===== config.mk =====
export PLATFORM = sky130hd
export DESIGN_NAME = aclk_time_counter
export DESIGN_NICKNAME = d
export VERILOG_FILES = /design/src/rtl/aclk_pkg.sv /design/src/rtl/aclk_bcd_digit.sv /design/src/rtl/aclk_time_counter.sv
export SDC_FILE = /design/constraint.sdc
export NUM_CORES = 1
export LEC_CHECK = 0
export ABC_AREA = 1
export CORE_ASPECT_RATIO = 1.25
export CORE_MARGIN = 10
export CORE_UTILIZATION = 48
export CTS_CLUSTER_DIAMETER = 40
export DETAILED_ROUTE_END_ITERATION = 12
export PLACE_DENSITY = 0.77
export SYNTH_ARGS = -nofsm -noshare
export SYNTH_HDL_FRONTEND = slang
export SYNTH_SLANG_ARGS = --single-unit

===== constraint.sdc =====
create_clock -name clk -period 2.01 [get_ports clk]
set_clock_uncertainty 0.05 [all_clocks]
set_input_delay 0.3015 -clock clk [delete_from_list [all_inputs] [get_ports clk]]
set_output_delay 0.3015 -clock clk [all_outputs]
set_load 0.005 [all_outputs]

===== src/rtl/aclk_pkg.sv =====
// Shared types, limits and load validation for the alarm-clock time-of-day counter.
package aclk_pkg;

    typedef logic [3:0] bcd_digit_t;

    typedef struct packed {
        bcd_digit_t hr_tens;
        bcd_digit_t hr_ones;
        bcd_digit_t min_tens;
        bcd_digit_t min_ones;
    } time_bcd_t;

    localparam int MIN_TENS_MAX = 32'sd5;
    localparam int DIGIT_MAX    = 32'sd9;
    localparam int HR24_MAX     = 32'sd23;
    localparam int HR12_MIN     = 32'sd1;
    localparam int HR12_MAX     = 32'sd12;

    // Digits must all be decimal, minutes below 60, hours inside the mode's range.
    function automatic logic bcd_time_valid(input time_bcd_t t, input int mode);
        int   hours;
        logic digits_ok;
        logic hours_ok;
        digits_ok = (int'(t.hr_tens)  <= DIGIT_MAX) &&
                    (int'(t.hr_ones)  <= DIGIT_MAX) &&
                    (int'(t.min_tens) <= MIN_TENS_MAX) &&
                    (int'(t.min_ones) <= DIGIT_MAX);
        hours = int'(t.hr_tens) * 32'sd10 + int'(t.hr_ones);
        if (mode == 32'sd12) begin
            hours_ok = (hours >= HR12_MIN) && (hours <= HR12_MAX);
        end else begin
            hours_ok = (hours <= HR24_MAX);
        end
        return digits_ok && hours_ok;
    endfunction

endpackage


===== src/rtl/aclk_bcd_digit.sv =====
// Single BCD digit counting 0..MODULUS-1 with synchronous load and wrap carry.
module aclk_bcd_digit #(
    parameter int MODULUS = 10
) (
    input  logic       clk,
    input  logic       reset,
    input  logic       enable,
    input  logic       load,
    input  logic [3:0] load_val,
    output logic [3:0] digit,
    output logic       carry_out
);

    localparam logic [3:0] LAST = 4'(MODULUS - 1);

    logic [3:0] digit_r;

    // Digit state: a load overrides counting; counting wraps from LAST to zero.
    always_ff @(posedge clk or posedge reset) begin
        if (reset) begin
            digit_r <= 4'd0;
        end else if (load) begin
            digit_r <= load_val;
        end else if (enable) begin
            if (digit_r == LAST) begin
                digit_r <= 4'd0;
            end else begin
                digit_r <= digit_r + 4'd1;
            end
        end else begin
            digit_r <= digit_r;
        end
    end

    // Carry is combinational so the next digit advances on the same edge.
    assign carry_out = enable && !load && (digit_r == LAST);
    assign digit     = digit_r;

endmodule


===== src/rtl/aclk_time_counter.sv =====
// Time-of-day counter in packed BCD HH:MM, 24h or 12h+pm, with load checking and rollover strobes.
module aclk_time_counter
    import aclk_pkg::*;
#(
    parameter int HOUR_MODE = 24
) (
    input  logic        clk,
    input  logic        reset,
    input  logic        one_minute,
    input  logic        load_new_c,
    input  logic [15:0] new_time,
    input  logic        new_pm,
    output logic [15:0] current_time,
    output logic        pm,
    output logic        hour_tick,
    output logic        day_wrap,
    output logic        load_err
);

    localparam logic       IS_12H      = (HOUR_MODE == 32'sd12);
    localparam logic [3:0] HR_TENS_RST = IS_12H ? 4'd1 : 4'd0;
    localparam logic [3:0] HR_ONES_RST = IS_12H ? 4'd2 : 4'd0;

    time_bcd_t  new_s;
    logic       load_ok_s;
    logic       valid_load_s;
    logic       inc_s;
    logic       min_carry_s;
    logic       hour_inc_s;
    logic [3:0] min_ones_s;
    logic [3:0] min_tens_s;
    logic [3:0] hr_tens_r;
    logic [3:0] hr_ones_r;
    logic [3:0] hr_tens_nx_s;
    logic [3:0] hr_ones_nx_s;
    logic       pm_r;
    logic       pm_flip_s;
    logic       wrap_day_s;
    logic       hour_tick_r;
    logic       day_wrap_r;
    logic       load_err_r;

    assign new_s        = time_bcd_t'(new_time);
    assign load_ok_s    = bcd_time_valid(new_s, HOUR_MODE);
    assign valid_load_s = load_new_c && load_ok_s;
    // A valid load swallows a coincident minute pulse.
    assign inc_s        = one_minute && !valid_load_s;

    aclk_bcd_digit #(.MODULUS(10)) u_min_ones (
        .clk       (clk),
        .reset     (reset),
        .enable    (inc_s),
        .load      (valid_load_s),
        .load_val  (new_s.min_ones),
        .digit     (min_ones_s),
        .carry_out (min_carry_s)
    );

    aclk_bcd_digit #(.MODULUS(MIN_TENS_MAX + 1)) u_min_tens (
        .clk       (clk),
        .reset     (reset),
        .enable    (min_carry_s),
        .load      (valid_load_s),
        .load_val  (new_s.min_tens),
        .digit     (min_tens_s),
        .carry_out (hour_inc_s)
    );

    // Next hour value for a minute-carry, with the mode-dependent wrap points.
    always_comb begin
        hr_tens_nx_s = hr_tens_r;
        hr_ones_nx_s = hr_ones_r;
        pm_flip_s    = 1'b0;
        wrap_day_s   = 1'b0;
        if (IS_12H) begin
            if ((hr_tens_r == 4'd1) && (hr_ones_r == 4'd2)) begin
                hr_tens_nx_s = 4'd0;
                hr_ones_nx_s = 4'd1;
            end else if ((hr_tens_r == 4'd1) && (hr_ones_r == 4'd1)) begin
                hr_ones_nx_s = 4'd2;
                pm_flip_s    = 1'b1;
                wrap_day_s   = pm_r;
            end else if (hr_ones_r == 4'd9) begin
                hr_tens_nx_s = hr_tens_r + 4'd1;
                hr_ones_nx_s = 4'd0;
            end else begin
                hr_ones_nx_s = hr_ones_r + 4'd1;
            end
        end else begin
            if ((hr_tens_r == 4'd2) && (hr_ones_r == 4'd3)) begin
                hr_tens_nx_s = 4'd0;
                hr_ones_nx_s = 4'd0;
                wrap_day_s   = 1'b1;
            end else if (hr_ones_r == 4'd9) begin
                hr_tens_nx_s = hr_tens_r + 4'd1;
                hr_ones_nx_s = 4'd0;
            end else begin
                hr_ones_nx_s = hr_ones_r + 4'd1;
            end
        end
    end

    // Hour pair, pm flag and output strobes.
    always_ff @(posedge clk or posedge reset) begin
        if (reset) begin
            hr_tens_r   <= HR_TENS_RST;
            hr_ones_r   <= HR_ONES_RST;
            pm_r        <= 1'b0;
            hour_tick_r <= 1'b0;
            day_wrap_r  <= 1'b0;
            load_err_r  <= 1'b0;
        end else begin
            if (valid_load_s) begin
                hr_tens_r <= new_s.hr_tens;
                hr_ones_r <= new_s.hr_ones;
                pm_r      <= IS_12H ? new_pm : 1'b0;
            end else if (hour_inc_s) begin
                hr_tens_r <= hr_tens_nx_s;
                hr_ones_r <= hr_ones_nx_s;
                pm_r      <= pm_r ^ pm_flip_s;
            end else begin
                hr_tens_r <= hr_tens_r;
                hr_ones_r <= hr_ones_r;
                pm_r      <= pm_r;
            end
            hour_tick_r <= hour_inc_s;
            day_wrap_r  <= hour_inc_s && wrap_day_s;
            load_err_r  <= load_new_c && !load_ok_s;
        end
    end

    assign current_time = {hr_tens_r, hr_ones_r, min_tens_s, min_ones_s};
    assign pm           = pm_r;
    assign hour_tick    = hour_tick_r;
    assign day_wrap     = day_wrap_r;
    assign load_err     = load_err_r;

endmodule


# Yosys cells after proc, flatten, opt, wreduce, memory -nomap -nowiden
# Index checks and enable logic that the tools add are counted.
dict set report totals {
  reg_bits 19
  latch_bits 0
  ram_bits 0
  rom_bits 0
  word_cells 58
  n_memories 0
}
dict set report classes {
  addsub 5
  mul 1
  n_div 0
  order_cmp 5
  eq_ne 5
  n_shift 0
  muxes 15
  n_bitwise 0
  reduce_logical 20
}
# cell n
set ops {}
lappend ops {{two-way mux 4 bit} 14}
lappend ops {{adder 4 x 1 -> 4 bit (second input constant)} 4}
lappend ops {{logical AND 1 bit} 13}
lappend ops {{less-or-equal comparator 4 bit (second input constant)} 3}
lappend ops {{adder 8 x 4 -> 9 bit} 1}
lappend ops {{less-or-equal comparator 9 x 5 -> 1 bit (second input constant)} 1}
lappend ops {{== test 4 x 2 -> 1 bit (second input constant)} 2}
lappend ops {{== test 4 bit (second input constant)} 2}
lappend ops {{multiplier 4 x 3 -> 7 bit (second input constant)} 1}
lappend ops {{nonzero test 2 bit} 3}
lappend ops {{== test 4 x 3 -> 1 bit (second input constant)} 1}
lappend ops {{less-or-equal comparator 4 x 3 -> 1 bit (second input constant)} 1}
lappend ops {{nonzero test 3 bit} 1}
lappend ops {{logical NOT 1 bit} 2}
lappend ops {{AND reduction 2 bit} 1}
lappend ops {{two-way mux 1 bit} 1}

# Depth between registers and ports, before layout
# Gate-level depths: netlist of run 1.
dict set report depth {
  ltp_word 14
  ltp_mapped 17
  mapped_depth_nobuf 16
}

# By module
# A second synthesis of run 1 with hierarchy kept.
dict set report unflattened {
  cells_unflattened 206
  hier_area_um2 1477.7
}
# module instances cells_per_inst area_per_inst_um2 seq_area_each_um2
set modules_own_cells {}
lappend modules_own_cells {aclk_time_counter 1 133 973.4 275.3}
lappend modules_own_cells {{aclk_bcd_digit (u_min_ones)} 1 38 261.5 100.1}
lappend modules_own_cells {{aclk_bcd_digit (u_min_tens)} 1 35 242.7 100.1}

# Worst setup path before layout of run 1
# OpenSTA, ideal clock, no wires.
dict set report synth_timing {
  path_type {in2reg}
  startpoint {in new_time[13]}
  endpoint {reg hr_tens_r[2]}
  setup_time_ns 0.117
  arrival_ns 2.183
  t_required_ns 1.843
  setup_slack_ns -0.339
  cell_stages 15
  cell_sequence {ha_1 > ha_1 > fa_1 > nand2_1 > o21ai_1 > nand2_1 > nand2_1 > nand2_1 > nand2_2 > nand3_4 > buf_6 > nand2_2 > nand2_2 > nand2_1 > nand2_1}
}
dict set report synth_between {
  elab_chain_cells 14
  word_cells_on_any_way 19
  classes_between {add/sub: 1; mul: 1; order compare: 2; mux: 1; reduce/logical: 14}
}
# item line_no
set synth_rtl {}
lappend synth_rtl {{from (decl)} aclk_time_counter.sv:11} ;# input logic [15:0] new_time,
lappend synth_rtl {{branches (longest 4 deep; another with adder 8 x 4 -> 9 bit)} -}
lappend synth_rtl {{logical AND 1 bit *} aclk_pkg.sv:34} ;# return digits_ok && hours_ok;
lappend synth_rtl {{logical AND 1 bit *} aclk_time_counter.sv:45} ;# assign valid_load_s = load_new_c && load_ok_s;
lappend synth_rtl {{logical NOT 1 bit} {aclk_bcd_digit.sv:36, aclk_time_counter.sv:47}}
lappend synth_rtl {{logical AND 1 bit} aclk_time_counter.sv:47} ;# assign inc_s = one_minute && !valid_load_s;
lappend synth_rtl {{logical AND 1 bit (4 in series)} aclk_bcd_digit.sv:36} ;# assign carry_out = enable && !load && (digit_r == LAST);
lappend synth_rtl {{nonzero test 2 bit (no source line)} -}
lappend synth_rtl {{AND reduction 2 bit (no source line)} -}
lappend synth_rtl {{to (signal assigned)} aclk_time_counter.sv:114} ;# hr_tens_r <= new_s.hr_tens;
lappend synth_rtl {{to (signal assigned)} aclk_time_counter.sv:118} ;# hr_tens_r <= hr_tens_nx_s;
lappend synth_rtl {{to (signal assigned)} aclk_time_counter.sv:122} ;# hr_tens_r <= hr_tens_r;
lappend synth_rtl {{to (decl)} aclk_time_counter.sv:32} ;# logic [3:0] hr_tens_r;
# Mark *: on every way between the ends.
# A chain may end at the register's enable or synchronous reset.

# Worst setup path after layout of run 1
dict set report layout_timing {
  startpoint {in new_time[15]}
  endpoint {reg hr_tens_r[3]}
}
dict set report layout_between {
  elab_chain_cells 14
  word_cells_on_any_way 19
  classes_between {add/sub: 1; mul: 1; order compare: 2; mux: 1; reduce/logical: 14}
}
# item
set layout_rtl {}
lappend layout_rtl {{branches (longest 14 deep; another with adder 8 x 4 -> 9 bit)}}
# Several ways; the timed one is not identified.

==> results of run 1 <==
synth_stat cells (all sizes together):
| cell | number | area, sq um |
|---|---|---|
| nand2 | 88 | 358 |
| inv | 27 | 101 |
| dfrtp | 19 | 475 |
| nor2 | 15 | 58.8 |
| nand3 | 12 | 72.6 |
| o21ai | 12 | 67.6 |
| ha | 9 | 113 |
| nand4 | 5 | 31.3 |
| buf | 4 | 37.5 |
| nor3 | 4 | 20.0 |
| o211ai | 4 | 30.0 |
| a21oi | 3 | 15.0 |
| xor2 | 3 | 26.3 |
| fa | 2 | 40.0 |
| xnor2 | 2 | 17.5 |
| a21boi | 1 | 7.51 |
| clkinv | 1 | 5.00 |
| conb | 1 | 3.75 |
| o31ai | 1 | 21.3 |
| o41ai | 1 | 16.3 |
| or2 | 1 | 6.26 |
worst max-delay path by stage:
stage                  from                  end  slack [ns]  cells past startpoint
2_1_floorplan  new_time[13]         hr_tens_r[0]       -0.30                     15
3_3_place_gp   new_time[13]         hr_ones_r[3]       -1.02                     17
3_5_place_dp   new_time[13]         hr_ones_r[3]       -1.07                     17
4_1_cts        new_time[15]         hr_tens_r[1]       -0.30                     16
5_1_grt        new_time[15]  u_min_tens.digit[2]       -0.41                     16
6_report       new_time[15]         hr_tens_r[3]       -0.29                     16
worst reg2reg max path: cells and delay by family, from the launching register on:
| family | cells | cell delay, ns |
|---|---|---|
| buffers and inverters | 1 | 0.12 |
| flip-flops | 1 | 0.41 |
| AND/OR/NAND/NOR | 3 | 0.59 |
| AO/OA/AOI/OAI | 1 | 0.57 |
layout make-up:
class	instances	share of cell area [%]
Sequential cell	19	21.0
Multi-Input combinational cell	164	45.1
Clock buffer	3	0.996
Tap cell	36	1.99
Inverter	28	4.87
Clock inverter	1	0.221
Timing Repair Buffer	59	25.8
cell families after synthesis:
group                    synth area share (%)
flip-flops                               31.2
other                                   0.246
XOR/XNOR                                 2.87
buffers and inverters                    9.44
AO/OA/AOI/OAI                            10.3
AND/OR/NAND/NOR                          35.9
adder cells (fa/ha/maj)                  10.0
sequential cells by signal (all words and copies together) (netlist names):
name and cells:
day_wrap 1, hour_tick 1, hr_ones_r 4, hr_tens_r 4
load_err 1, u_min_ones.digit 4, u_min_tens.digit 4
placed cells by master, fill, tap and decap left out, types with 2 or more instances in the layout:
| master | instances |
|---|---|
| nand4_1 | 5 |
| clkdlybuf4s50_1 | 32 |
| inv_1 | 23 |
| buf_4 | 15 |
| o21ai_0 | 6 |
| ha_1 | 5 |
| nor3_1 | 3 |
| inv_2 | 4 |
| a21oi_1 | 3 |
| dfrtp_1 | 19 |
| buf_6 | 5 |
| buf_2 | 2 |
| o21ai_2 | 5 |
| nand3_2 | 2 |
| nand3_1 | 9 |
| nand2_2 | 15 |
| ha_4 | 3 |
| nand2_4 | 3 |
| nand2_1 | 70 |
| clkbuf_4 | 3 |
| xnor2_1 | 2 |
| xor2_1 | 3 |
| nor2_1 | 13 |
| o211ai_1 | 4 |
| nor2_2 | 2 |
routing by layer:
metal	global-route usage, %	vias up	part of all wire (%)
li1	-	797	-
met1	16.6	726	43
met2	21.9	28	50
met3	3.57	5	4.9
met4	4.30	0	1.3
met5	0	-	0
power breakdown:
group          total, mW  internal [mW]  switching (mW)
Combinational      0.898          0.466           0.432
Sequential         0.622          0.489           0.133
Clock              0.207         0.0744           0.132
timing repair:
| item | CTS | global route |
|---|---|---|
| hold buffers | 0 | 0 |
| buffers inserted | 2 | 1 |
| resized for setup | 37 | 15 |
| pin swaps | 16 | 16 |
| gates cloned | 1 | 0 |
| endpoints found under the setup margin | 19 | 18 |
==> summary.md, run 1 <==
| Metric | Value |
|---|---|
| Syn Area/Cell | 7.09 sq um |
| Fmax | 434 MHz |
| Sequential area share after synthesis | 31.2% |
| IO Pins | 41 |
| Period minus WS final | 2.30 ns |
| Antenna violations before repair | 0 |
| Clk pin slew, worst setup/hold paths | 0.12 ns |
| Crit-path cells | buf_8 -> ha_4 -> ha_4 -> fa_1 -> nand2_2 -> o21ai_2 -> nand2_1 -> nand2_1 -> nand2_1 -> nand2_2 -> nand3_4 -> buf_4 -> nand2_1 -> o21ai_2 -> nand2_1 -> nand2_1 |
| Status | complete, but fails checks |
| Fin cells | 310 |
| Initial drt markers | 95 |
| Multi-input gate area | 1020 sq um |
| Gr ovfl total | 0 |
| Final setup vio count | 18 |
| CTS tree | done |
| Placer Congestion | 0.876 |
| Post-synth cell types | 29 |
| I/O Buffers | 38 |
| Tcrit/Tclk final | 115% |
| Initial core utilization | 50.8% |
| Design Power | 1.73 mW |
| Placement Rows | 22 |
| Peak ir drop on the vdd network | 0.000738 V |
| RSZ-0062 raised after global routing | true |
| Area Overhead vs Synth | 48.4% |
| CP Buf/Inv Count | 2 |
| Nets | 307 |
| Cells after DPL | 302 |
| Placed Area | 2080 sq um |
| Smallest hold slack | 0.252 ns |
| FF/Latch Area | 475 sq um |
| Yosys reg bits | 19 |
| Post-route design area | 2260 sq um |
| Post-Syn Area | 1520 sq um |
| Final slew viol count | 0 |
| Worst R2R Start | u_min_ones.digit[2] |
| TritonCTS Buffers | 3 |
| Hold Vio Cnt, Final | 0 |
| Post-route DRC | 0 |
| Critical Path AT | 2.47 ns |
| Most frequent CP cell | nand2_1 |
| Largest net degree at the start of global routing | 20 |
| Worst reg2reg setup slack | 0.22 ns |
| Vias in the first global route | 1531 |
| Setup CP Type | input port to register |
| Die area | 5840 sq um |
| Global-route wire length before repair | 6830 um |
| Chip height | 83.0 um |
| Vias | 1556 |
| H-tree Lvls | 1 |
| Setup WS post-layout | -0.294 ns |
| Longest Clk Path Bufs | 2 |
| Routed WL per cell | 13.2 um |
| Failing checks | setup timing |
| Final core area utilization | 75.4% |
| Place WS | -1.07 ns |
| Max Cap Viol | 0 |
| Clock root buffer master | clkbuf_4 |
| Worst r2r path cells | 5 |
| Startpoint Class | input port |
| Fill cell count | 223 |
| Pre-antenna DRT Iters | 4 |
| Synthesis warning total | 0 |
| CP max stage delay | 0.54 ns |
| Antenna Cells | 0 |
| Final wirelength | 4090 um |
| CP max FO | 8 |
| Crit Reg-Reg Endpoint | hr_tens_r[1] |
| Pwr dens | 763 nW/um^2 |
| Hold Crit Class | input port to async pin |
| Crit. End Element | register |
| Syn Nets | 247 |
| Worst skew pair latency | 0.31 ns |
| Clk sinks | 19 |
| Fraction of layout instances using a drive strength above 1 | 25.9% |
| Critical-path top delay cell | fa_1 |
| Lkg Pwr | 1.12 nW |
| Die Wd | 70.4 um |
| Antenna Violating Nets Remaining | 0 |
| CP delay by family, top | adder cells |
| CP required | 2.18 ns |
| Fin Setup TNS | -4.35 ns |
| Placed wire-length estimate | 3100 um |
| Core Box Area | 3000 sq um |
| Total GRT Usage | 13.4% |
| DR vias/cell | 5.02 |
| Mapped Cells | 215 |
(Power assumes the default switching activity.)
==> inputs of run 2 (changes only) <==
--- a/config.mk
+++ b/config.mk
@@ -12,6 +12,7 @@
 export CTS_CLUSTER_DIAMETER = 40
 export DETAILED_ROUTE_END_ITERATION = 12
 export PLACE_DENSITY = 0.77
+export RECOVER_POWER = 100
 export SYNTH_ARGS = -nofsm -noshare
 export SYNTH_HDL_FRONTEND = slang
 export SYNTH_SLANG_ARGS = --single-unit
==> run 2 against run 1 <==
Net effect: the flow still finishes with violations (setup timing); global-route usage unchanged; register-to-register slack about the same; power decreased by 2.5%; wire length decreased by 0.64%; sequential share of layout area about the same; critical endpoint unchanged.
==> summary.md, run 2 (same netlist as run 1, synthesis figures left out) <==
| Metric | Value |
|---|---|
| Status | complete, but fails checks |
| Failing checks | setup timing |
| Setup WS post-layout | -0.299 ns (-0.00515 ns) |
| Fill cell count | 222 (-0.45%) |
| Longest Clk Path Bufs | 2 (unchanged) |
| Placement Rows | 22 (unchanged) |
| Clock root buffer master | clkbuf_4 |
| Met3 routed WL | 196 um (-2.5%) |
| Peak ir drop on the vdd network | 0.000731 V (-1.1%) |
| Clk sinks | 19 (unchanged) |
| Worst slew pin tran | 1.07 ns |
| CP max FO | 8 (unchanged) |
| Gr ovfl total | 0 (unchanged) |
| Crit. End Element | register |
| Antenna Cells | 0 (unchanged) |
| Core Box Area | 3000 sq um (unchanged) |
| Die area | 5840 sq um (unchanged) |
| Hold Crit Class | input port to register |
| Worst r2r path cells | 5 (unchanged) |
| Total GRT Usage | 13.4% (unchanged) |
| Initial drt markers | 101 (+6.3%) |
| Final wirelength | 4060 um (-0.64%) |
| Vias | 1557 (+0.064%) |
| Metal2 WL | 2050 um (-0.82%) |
| Met1 Wirelength | 1770 um (-0.23%) |
| Period minus WS final | 2.31 ns (+0.00515 ns) |
| Worst skew pair latency | 0.31 ns (about the same) |
| H-tree Lvls | 1 (unchanged) |
| Pwr dens | 746 nW/um^2 (-2.3%) |
| Lkg Pwr | 1.16 nW (+3.0%) |
| Pre-antenna DRT Iters | 4 (unchanged) |
| Top layer reached by signal wires | met4 |
| CP required | 2.17 ns (about the same) |
| Hold Vio Cnt, Final | 0 (unchanged) |
| Routed WL per cell | 13.1 um (-0.64%) |
| Placed Area | 2080 sq um (unchanged) |
| Chip height | 83.0 um (unchanged) |
| Max-slew headroom | 28.3% |
| Vias in the first global route | 1531 (unchanged) |
| Startpoint Class | input port |
| Place WS | -1.07 ns (unchanged) |
| Most common cell after layout, fill and taps aside | nand2_1 |
| Fmax | 433 MHz (-0.22%) |
| Multi-input gate area | 1020 sq um (unchanged) |
| Area Overhead vs Synth | 48.1% |
| I/O Buffers | 38 (unchanged) |
| Final setup vio count | 18 (unchanged) |
| Clk pin slew, worst setup/hold paths | 0.12 ns (about the same) |
| Placer Congestion | 0.876 (unchanged) |
| Critical Path AT | 2.47 ns (about the same) |
| DR vias/cell | 5.02 (about the same) |
| Post-route design area | 2260 sq um (-0.17%) |
| Commonest non-fill, non-tap cells in the layout | 70 x nand2_1, 23 x inv_1, 19 x dfrtp_1, 18 x dlygate4sd3_1, 15 x nand2_2 |
| Antenna Violating Nets Remaining | 0 (unchanged) |
| Final slew viol count | 0 (unchanged) |
| Global-route wire length before repair | 6830 um (unchanged) |
| Post-route DRC | 0 (unchanged) |
| Max Cap Viol | 0 (unchanged) |
| FF/Latch Area | 475 sq um (unchanged) |
| Tcrit/Tclk final | 115% (+0.26 points) |
| Nets | 307 (unchanged) |
| Die Wd | 70.4 um (unchanged) |
| Placed wire-length estimate | 3100 um (unchanged) |
| Largest net degree at the start of global routing | 20 (unchanged) |
| Fraction of layout instances using a drive strength above 1 | 25.5% (-0.36 points) |
| Final core area utilization | 75.2% (-0.13 points) |
| Setup CP Type | input port to register |
| Fin Setup TNS | -4.41 ns (-0.0647 ns) |
| CTS tree | done |
| IO Pins | 41 (unchanged) |
| TritonCTS Buffers | 3 (unchanged) |
| Post-CTS Hold Buffers | 0 (unchanged) |
| Hold Crit Depth | 6 |
| Antenna violations before repair | 0 (unchanged) |
| RSZ-0062 raised after global routing | true |
| Initial core utilization | 50.8% (unchanged) |
==> run 2: cell types whose count changed in the layout (fill, tap and decap cells not counted), sizes merged <==
cell,previous run,this run
clkdlybuf4s50,32,14
dlygate4sd3,0,18
clkbuf,3,4
buf,25,24
==> run 2: power by group <==
part           switching, mW  internal (mW)
sequential             0.129          0.489
clock                  0.131         0.0744
combinational          0.431          0.429
total                  0.691          0.992
==> run 2: layout make-up <==
cell class,count,area share [%]
tap,36,2.00
multi-input combinational,164,45.2
sequential,19,21.1
timing repair buffer,59,25.7
clock buffer,3,0.998
inverter,28,4.88
clock inverter,1,0.222
==> run 2: final timing paths <==
kind	slack [ns]	start	to
worst max register to register	0.23	u_min_ones.digit[2]	hr_tens_r[2]
worst max-delay path	-0.30	new_time[15]	hr_tens_r[3]
worst min register to register	0.50	hr_ones_r[2]	hr_ones_r[2]
max in group asynchronous	0.57	reset	load_err
worst min-delay path	0.38	new_time[13]	hr_tens_r[1]
min in group asynchronous	0.70	reset	hr_ones_r[2]
==> run 2: what timing repair did <==
| item | CTS | global route |
|---|---|---|
| pin swaps | 16 | 16 |
| gates cloned | 1 | 0 |
| hold endpoints to repair | 0 | 0 |
| gates resized for setup | 37 | 15 |
| endpoints found under the setup margin | 19 | 18 |
| buffers inserted | 2 | 1 |
==> run 2: stage by stage <==
stage	hold slack (ns)	total power, mW	instances
floorplan	0.203	1.05	215
global placement	0.477	1.44	302
detailed placement	0.479	1.45	302
CTS	0.257	1.69	309
global route	0.421	1.84	310
finish	0.382	1.68	310
==> run 2: layer usage <==
metal	vias to the layer above	GRT usage, %
met4	0	4.30
met3	5	3.57
met2	29	21.9
met5	-	0
li1	798	-
met1	725	16.6
==> run 2: worst max-delay path, stage by stage <==
cell	delay (ns)
buf_8	0.10
ha_4	0.23
ha_4	0.16
fa_1	0.54
nand2_2	0.06
o21ai_2	0.13
nand2_1	0.06
nand2_1	0.06
nand2_1	0.07
nand2_2	0.08
nand3_4	0.19
buf_4	0.21
nand2_1	0.09
o21ai_2	0.07
nand2_1	0.07
nand2_1	0.05
